[config.mk]
export PLATFORM = sky130hd
export DESIGN_NAME = hd44780_i2c_ctrl_flat
export DESIGN_NICKNAME = d
export VERILOG_FILES = /design/src/rtl/hd44780_i2c_ctrl_if.sv /design/src/rtl/hd44780_i2c_ctrl.sv /design/src/flat_wrapper.sv
export SDC_FILE = /design/constraint.sdc
export NUM_CORES = 1
export LEC_CHECK = 0
export CAP_MARGIN = 20
export CORE_ASPECT_RATIO = 0.7
export CORE_UTILIZATION = 45
export DETAILED_ROUTE_END_ITERATION = 8
export PLACE_DENSITY = 0.66
export SETUP_SLACK_MARGIN = 0.1
export SLEW_MARGIN = 20
export SYNTH_ARGS = -nofsm -noshare
export SYNTH_HDL_FRONTEND = slang
export SYNTH_SLANG_ARGS = --single-unit
[constraint.sdc]
create_clock -name clk -period 2.7 [get_ports clk]
set_input_delay 0.27 -clock clk [delete_from_list [all_inputs] [get_ports clk]]
set_output_delay 0.27 -clock clk [all_outputs]
set_load 0.01 [all_outputs]
[src/rtl/hd44780_i2c_ctrl_if.sv]
// Request port (user -> controller) and byte port (controller -> I2C writer)
// for the HD44780 backpack controller.
interface hd44780_i2c_ctrl_if #(
    parameter int ROW_W = 1,
    parameter int COL_W = 4
);
    logic             req_valid;
    logic             req_ready;
    logic             req_rs;
    logic [7:0]       req_byte;
    logic             req_goto;
    logic [ROW_W-1:0] req_row;
    logic [COL_W-1:0] req_col;
    logic [6:0]       i2c_addr;
    logic             i2c_valid;
    logic             i2c_ready;
    logic [7:0]       i2c_data;
    logic             i2c_err;

    modport master (
        output req_valid, req_rs, req_byte, req_goto, req_row, req_col, i2c_ready, i2c_err,
        input  req_ready, i2c_addr, i2c_valid, i2c_data
    );
    modport slave (
        input  req_valid, req_rs, req_byte, req_goto, req_row, req_col, i2c_ready, i2c_err,
        output req_ready, i2c_addr, i2c_valid, i2c_data
    );
endinterface

[src/rtl/hd44780_i2c_ctrl.sv]
// HD44780 4-bit controller over a PCF8574 I2C backpack: power-on init,
// byte/goto requests, cursor tracking with automatic row wrap.
module hd44780_i2c_ctrl #(
    parameter int         US_CYCLES = 100,
    parameter logic [6:0] I2C_ADDR  = 7'h27,
    parameter int         ROWS      = 2,
    parameter int         COLS      = 16,
    parameter int         CURSOR_ON = 0,
    parameter int         SIM       = 0
) (
    input  logic              clk,
    input  logic              rst_n,
    hd44780_i2c_ctrl_if.slave bus,
    input  logic              init_start,
    input  logic              backlight,
    output logic              busy,
    output logic              initialized,
    output logic              error
);
    localparam int          ROW_W   = (ROWS > 1) ? $clog2(ROWS) : 1;
    localparam int          COL_W   = $clog2(COLS);
    localparam logic [7:0]  FN_SET  = (ROWS == 1) ? 8'h20 : 8'h28;
    localparam logic [7:0]  DISP_ON = (CURSOR_ON != 0) ? 8'h0F : 8'h0C;
    localparam logic [31:0] PWR_CYC = (SIM != 0) ? 32'd1 : 32'(40000 * US_CYCLES);

    typedef enum logic [2:0] {PWR_WAIT, IDLE, FETCH, SEND_E1, SEND_E0, WAIT} state_t;

    typedef struct packed {
        logic [31:0]      cnt;
        logic [3:0]       idx;
        logic             init;
        logic             req_pend;
        logic             goto_pend;
        logic             req_rs;
        logic [7:0]       req_byte;
        logic [7:0]       cmd;
        logic             rs;
        logic             hi;
        logic [15:0]      dly;
        logic [ROW_W-1:0] row;
        logic [COL_W-1:0] col;
        logic             initialized;
        logic             error;
        logic             valid;
        logic [7:0]       data;
    } ctl_t;

    state_t r_state, w_state;
    ctl_t   r_ctl, w_ctl;

    logic [7:0]  w_src_byte;
    logic        w_src_rs;
    logic        w_src_hi;
    logic [15:0] w_src_dly;
    logic [3:0]  w_src_nib;
    logic [3:0]  w_nib;
    logic [31:0] w_dly_cyc;
    logic [7:0]  w_col_inc;

    // {command byte, post-delay in us}; entries 0..3 are lone nibbles
    function automatic logic [23:0] init_entry(input logic [3:0] idx);
        case (idx)
            4'd0:    return {8'h03, 16'd4100};
            4'd1:    return {8'h03, 16'd100};
            4'd2:    return {8'h03, 16'd100};
            4'd3:    return {8'h02, 16'd100};
            4'd4:    return {FN_SET, 16'd53};
            4'd5:    return {8'h08, 16'd53};
            4'd6:    return {8'h01, 16'd2000};
            4'd7:    return {8'h06, 16'd53};
            default: return {DISP_ON, 16'd53};
        endcase
    endfunction

    function automatic logic [7:0] goto_cmd(input logic [ROW_W-1:0] row, input logic [COL_W-1:0] col);
        logic [7:0] off;
        off = (row[0] ? 8'h40 : 8'h00) + ((32'(row) > 1) ? 8'(COLS) : 8'h00);
        return 8'h80 | (off + 8'(col));
    endfunction

    assign w_nib     = r_ctl.hi ? r_ctl.cmd[7:4] : r_ctl.cmd[3:0];
    assign w_src_nib = w_src_hi ? w_src_byte[7:4] : w_src_byte[3:0];
    assign w_dly_cyc = (SIM != 0) ? 32'd1 : 32'(r_ctl.dly) * 32'(US_CYCLES);
    assign w_col_inc = 8'(r_ctl.col) + 8'd1;

    // Command source: init list, then a latched request, then a cursor goto
    always_comb begin
        w_src_byte = goto_cmd(r_ctl.row, r_ctl.col);
        w_src_rs   = 1'b0;
        w_src_hi   = 1'b1;
        w_src_dly  = 16'd53;
        if (r_ctl.init) begin
            {w_src_byte, w_src_dly} = init_entry(r_ctl.idx);
            w_src_hi = (r_ctl.idx >= 4'd4);
        end else if (r_ctl.req_pend) begin
            w_src_byte = r_ctl.req_byte;
            w_src_rs   = r_ctl.req_rs;
            w_src_dly  = (!r_ctl.req_rs && (r_ctl.req_byte inside {8'h01, 8'h02, 8'h03})) ? 16'd2000 : 16'd53;
        end
    end

    always_comb begin
        w_state = r_state;
        w_ctl   = r_ctl;
        case (r_state)
            PWR_WAIT: begin
                if (r_ctl.cnt == 32'd0) begin
                    w_state   = FETCH;
                    w_ctl.init = 1'b1;
                    w_ctl.idx  = 4'd0;
                end else if (bus.i2c_ready) begin
                    w_ctl.cnt = r_ctl.cnt - 32'd1;
                end
            end
            IDLE: begin
                if (init_start) begin
                    w_state           = FETCH;
                    w_ctl.init        = 1'b1;
                    w_ctl.idx         = 4'd0;
                    w_ctl.initialized = 1'b0;
                    w_ctl.error       = 1'b0;
                end else if (bus.req_valid && r_ctl.initialized) begin
                    w_state = FETCH;
                    if (bus.req_goto) begin
                        w_ctl.row       = (32'(bus.req_row) > ROWS - 1) ? ROW_W'(ROWS - 1) : bus.req_row;
                        w_ctl.col       = (32'(bus.req_col) > COLS - 1) ? COL_W'(COLS - 1) : bus.req_col;
                        w_ctl.goto_pend = 1'b1;
                    end else begin
                        w_ctl.req_pend = 1'b1;
                        w_ctl.req_rs   = bus.req_rs;
                        w_ctl.req_byte = bus.req_byte;
                        if (bus.req_rs) begin
                            if (w_col_inc == 8'(COLS)) begin
                                w_ctl.col       = '0;
                                w_ctl.row       = (32'(r_ctl.row) == ROWS - 1) ? '0 : r_ctl.row + ROW_W'(1);
                                w_ctl.goto_pend = 1'b1;
                            end else begin
                                w_ctl.col = COL_W'(w_col_inc);
                            end
                        end else if (bus.req_byte inside {8'h01, 8'h02, 8'h03}) begin
                            w_ctl.row = '0;
                            w_ctl.col = '0;
                        end
                    end
                end
            end
            FETCH: begin
                w_state   = SEND_E1;
                w_ctl.cmd = w_src_byte;
                w_ctl.rs  = w_src_rs;
                w_ctl.hi  = w_src_hi;
                w_ctl.dly = w_src_dly;
                if (!r_ctl.init) begin
                    if (r_ctl.req_pend) w_ctl.req_pend  = 1'b0;
                    else                w_ctl.goto_pend = 1'b0;
                end
                if (bus.i2c_ready) begin
                    w_ctl.valid = 1'b1;
                    w_ctl.data  = {w_src_nib, backlight, 2'b10, w_src_rs};
                end
            end
            SEND_E1: begin
                if (!r_ctl.valid) begin
                    if (bus.i2c_ready) begin
                        w_ctl.valid = 1'b1;
                        w_ctl.data  = {w_nib, backlight, 2'b10, r_ctl.rs};
                    end
                end else if (bus.i2c_ready) begin
                    w_ctl.valid = 1'b0;
                    w_state     = SEND_E0;
                end
            end
            SEND_E0: begin
                if (!r_ctl.valid) begin
                    if (bus.i2c_ready) begin
                        w_ctl.valid = 1'b1;
                        w_ctl.data  = {w_nib, backlight, 2'b00, r_ctl.rs};
                    end
                end else if (bus.i2c_ready) begin
                    w_ctl.valid = 1'b0;
                    if (r_ctl.hi) begin
                        w_ctl.hi = 1'b0;
                        w_state  = SEND_E1;
                    end else begin
                        w_ctl.cnt = w_dly_cyc;
                        w_state   = WAIT;
                    end
                end
            end
            WAIT: begin
                if (r_ctl.cnt == 32'd0) begin
                    if (r_ctl.init) begin
                        if (r_ctl.idx == 4'd8) begin
                            w_ctl.init        = 1'b0;
                            w_ctl.initialized = 1'b1;
                            w_ctl.row         = '0;
                            w_ctl.col         = '0;
                            w_state           = IDLE;
                        end else begin
                            w_ctl.idx = r_ctl.idx + 4'd1;
                            w_state   = FETCH;
                        end
                    end else if (r_ctl.goto_pend) begin
                        w_state = FETCH;
                    end else begin
                        w_state = IDLE;
                    end
                end else if (bus.i2c_ready) begin
                    w_ctl.cnt = r_ctl.cnt - 32'd1;
                end
            end
            default: w_state = PWR_WAIT;
        endcase
        if (bus.i2c_err) w_ctl.error = 1'b1;
    end

    always_ff @(posedge clk) begin
        if (!rst_n) begin
            r_state   <= PWR_WAIT;
            r_ctl     <= '0;
            r_ctl.cnt <= PWR_CYC;
        end else begin
            r_state <= w_state;
            r_ctl   <= w_ctl;
        end
    end

    assign bus.i2c_addr  = I2C_ADDR;
    assign bus.i2c_valid = r_ctl.valid;
    assign bus.i2c_data  = r_ctl.data;
    assign bus.req_ready = (r_state == IDLE) && r_ctl.initialized;
    assign busy          = (r_state != IDLE);
    assign initialized   = r_ctl.initialized;
    assign error         = r_ctl.error;
endmodule

[src/flat_wrapper.sv]
// flat-port wrapper written by rule: the top's interface ports become plain ports
module hd44780_i2c_ctrl_flat 
#(
    parameter int         US_CYCLES = 100,
    parameter logic [6:0] I2C_ADDR  = 7'h27,
    parameter int         ROWS      = 2,
    parameter int         COLS      = 16,
    parameter int         CURSOR_ON = 0,
    parameter int         SIM       = 0
)
  (clk, rst_n, init_start, backlight, busy, initialized, error, bus_req_valid, bus_req_rs, bus_req_byte, bus_req_goto, bus_req_row, bus_req_col, bus_i2c_ready, bus_i2c_err, bus_req_ready, bus_i2c_addr, bus_i2c_valid, bus_i2c_data);
  hd44780_i2c_ctrl_if #(.ROW_W(1), .COL_W(4)) bus_i ();
  input  logic clk;
  input  logic rst_n;
  input  logic init_start;
  input  logic backlight;
  output logic busy;
  output logic initialized;
  output logic error;
  input wire logic [$bits(bus_i.req_valid)-1:0] bus_req_valid;
  input wire logic [$bits(bus_i.req_rs)-1:0] bus_req_rs;
  input wire logic [$bits(bus_i.req_byte)-1:0] bus_req_byte;
  input wire logic [$bits(bus_i.req_goto)-1:0] bus_req_goto;
  input wire logic [$bits(bus_i.req_row)-1:0] bus_req_row;
  input wire logic [$bits(bus_i.req_col)-1:0] bus_req_col;
  input wire logic [$bits(bus_i.i2c_ready)-1:0] bus_i2c_ready;
  input wire logic [$bits(bus_i.i2c_err)-1:0] bus_i2c_err;
  output wire logic [$bits(bus_i.req_ready)-1:0] bus_req_ready;
  output wire logic [$bits(bus_i.i2c_addr)-1:0] bus_i2c_addr;
  output wire logic [$bits(bus_i.i2c_valid)-1:0] bus_i2c_valid;
  output wire logic [$bits(bus_i.i2c_data)-1:0] bus_i2c_data;
  assign bus_i.req_valid = bus_req_valid;
  assign bus_i.req_rs = bus_req_rs;
  assign bus_i.req_byte = bus_req_byte;
  assign bus_i.req_goto = bus_req_goto;
  assign bus_i.req_row = bus_req_row;
  assign bus_i.req_col = bus_req_col;
  assign bus_i.i2c_ready = bus_i2c_ready;
  assign bus_i.i2c_err = bus_i2c_err;
  assign bus_req_ready = bus_i.req_ready;
  assign bus_i2c_addr = bus_i.i2c_addr;
  assign bus_i2c_valid = bus_i.i2c_valid;
  assign bus_i2c_data = bus_i.i2c_data;
  hd44780_i2c_ctrl #(.US_CYCLES(US_CYCLES), .I2C_ADDR(I2C_ADDR), .ROWS(ROWS), .COLS(COLS), .CURSOR_ON(CURSOR_ON), .SIM(SIM)) u_core (.clk(clk), .rst_n(rst_n), .bus(bus_i), .init_start(init_start), .backlight(backlight), .busy(busy), .initialized(initialized), .error(error));
endmodule
==> impl_metrics.json <==
{
  "status": "finished, final reports clean",
  "worst_skew_pair.late_latency_ns": 0.35,
  "synth_edf_count": 0,
  "cts_tree": "built",
  "drt_pass1_iterations": 5,
  "yosys.cell_types.count": 67,
  "route.detailed.drc": 0,
  "rsz0062_at_grt": "true",
  "routed_wl_um": 15000,
  "start_util_pct": 47.0,
  "htreeDepth": 3,
  "hold_buffers": 0,
  "hold_viol": 0,
  "grt_pass1_wl_um": 23700,
  "core_area_um2": 11900,
  "clk_pin_slew_ns": 0.07,
  "cts_buffers": 9,
  "gp_congestion": 0.849,
  "grtUsageTotal_pct": 23.7,
  "hold_class": "input pin to register",
  "ys_warn_count": 0,
  "worstPathMaxFanout": 6,
  "cp-start-kind": "register",
  "worst_pin_slew_ns": 0.566,
  "antenna_cells": 0,
  "first_global_vias": 4802,
  "ys.flop_type": "dfxtp_1",
  "layout.nets": 800,
  "root_buffer": "clkbuf_16",
  "grt_start_max_net_pins": 34,
  "power.density_nw_per_um2": 870,
  "drv_cap": 0,
  "ant_nets": 0,
  "finalClockSkew_ns": 0.00378,
  "drv_slew": 0,
  "cp_common_cell": "o21ai_0",
  "dieArea_um2": 12900,
  "reg2reg_setup_slack_ns": 0.07,
  "critPathSlowestCell": "or4_4",
  "hpwl_um": 10300,
  "postLayoutCoreUtil_pct": 58.4,
  "viasPerCell": 5.78,
  "drive_gt1_share_pct": 18.0,
  "die_w_um": 135,
  "grt_antenna_before_repair": 0,
  "die-height_um": 95.4,
  "relSlewSlack_pct": 62.2,
  "max_stage_delay_ns": 0.54,
  "wl_per_cell_um": 16.6,
  "syn_area_um2": 5600,
  "peakVddDrop_mv": 0.478,
  "crit_type": "register to register",
  "fin_crit_ns": 2.63,
  "setup_violations": 0,
  "placementRows": 33,
  "period_share_pct": 97.4,
  "critical_path_arrival_ns": 2.92,
  "dr_total_vias": 5243,
  "area.growth.synth_to_final_pct": 24.4,
  "async_reset_ff_share_pct": 0,
  "crit_path_end_kind": "register",
  "dp_cells": 871,
  "stdcell_count": 907,
  "numClockSinks": 95,
  "cp_cell_sequence": "or4_4 -> or3_4 -> o41a_1 -> nor2_2 -> buf_2 -> buf_4 -> o21ai_0 -> o21ai_0 -> and2_1",
  "seq_area_frac_synth_pct": 33.9,
  "drtIter0Drc": 481,
  "io_pins": 42,
  "grt-ovfl-total": 0,
  "leakage_uw": 0.00269,
  "synth_cells": 690,
  "cp.required_ns": 2.99,
  "power_uw": 6060,
  "max_freq_mhz": 380,
  "avgSynthCellArea_um2": 8.12,
  "synth_seq_cells": 95,
  "port-buffer-count": 33,
  "cts.path.max_buffers": 2
}
## cell families (layout without fill, tap and decap cells)
group | after synthesis | count (layout) | synth area share (%)
mux | 26 | 26 | 4.84
compound gates | 175 | 175 | 19.7
fa+ha+maj | 32 | 32 | 7.55
buf+inv | 70 | 124 | 5.96
simple gates | 267 | 267 | 24.3
xor+xnor | 23 | 23 | 3.59
other cells | 2 | 8 | 0.134
flops | 95 | 95 | 33.9
## Yosys cell counts (15+ instances only)
master | instances | area share, %
nor2_1 | 68 | 4.6
clkbuf_1 | 33 | 2.2
xnor2_1 | 16 | 2.5
dfxtp_1 | 95 | 34
nor2b_1 | 25 | 2.8
nand3_1 | 19 | 1.7
ha_1 | 29 | 6.5
nor3_1 | 20 | 1.8
and2_1 | 16 | 1.8
buf_4 | 16 | 2.1
inv_1 | 15 | 1.0
o21ai_0 | 56 | 5.0
a21oi_1 | 35 | 3.1
nand2_1 | 58 | 3.9
mux2i_1 | 20 | 3.6
## worst max-delay path, delay by kind of cell, from the launching register on
kind	cells	cell delay, ns
buf+inv	2	0.34
simple gates	4	1.27
compound gates	3	0.64
flops	1	0.32
## worst paths after layout
check / depth (start not counted) / endpoint / from
worst max-delay path: 9 / u_core.r_ctl[71]$_SDFFE_PN0P_ / u_core.r_ctl[72]$_SDFFE_PN0P_
worst min-delay path: 3 / u_core.bus.i2c_valid$_SDFFE_PN0P_ / rst_n
worst max register to register: 9 / u_core.r_ctl[71]$_SDFFE_PN0P_ / u_core.r_ctl[72]$_SDFFE_PN0P_
worst min register to register: 2 / u_core.r_ctl[26]$_SDFFE_PN0N_ / register
## report_power, final
group	internal, uW	switching [uW]
clock	721	572
sequential	1590	197
combinational	1280	1700
total	3600	2460
## layout make-up
type / instances / area, um2
fillers: 1034 / 4960
multi-input cells: 531 / 3650
flip-flops and latches: 95 / 1910
repair buffers: 94 / 862
clock buffers: 11 / 233
well taps: 157 / 196
clock inverters: 4 / 56.3
inverters: 15 / 56.3
## what timing repair did
action	in CTS	in global routing
cloned	0	2
buffers inserted	5	14
setup endpoints to repair	16	37
resized for setup	16	58
endpoints found under the hold margin	0	0
pin swaps	8	16
## through the flow
stage	hold WS (ns)	TNS [ns]	area [um2]	setup slack (ns)
floorplan	0.409	0	5640	0.114
global placement	0.430	0	6200	0.00788
detailed placement	0.443	-0.0846	6200	-0.0490
CTS	0.256	0	6640	0.0744
global route	0.279	-0.0415	6970	-0.0143
finish	0.267	0	6970	0.0695
## cells in the final DEF (no fill, tap or decap), types with 6 or more instances in the layout
cell / instances
a21oi_1: 34
buf_6: 7
nor3_1: 17
a211oi_1: 6
nor2_1: 66
dfxtp_1: 90
xor2_1: 7
a21boi_0: 13
mux2i_1: 20
nor2b_1: 24
buf_4: 49
clkdlybuf4s50_1: 32
nand2_1: 57
o21ai_2: 10
nor4_1: 11
o211ai_1: 8
inv_1: 15
nand3_1: 19
clkbuf_16: 10
nand2b_1: 11
a31oi_1: 9
and2_1: 16
o21ai_1: 8
ha_1: 23
o21ai_0: 42
conb_1: 8
xnor2_1: 16
## per-layer routing
metal,global-route usage [%],vias to the layer above,wire length [um]
met5,0,-,0
met4,8.52,0,180
met3,4.89,13,816
met2,35.5,167,6550
met1,33.5,2524,7490
li1,-,2539,-
Power figures use the tool's default switching activity.
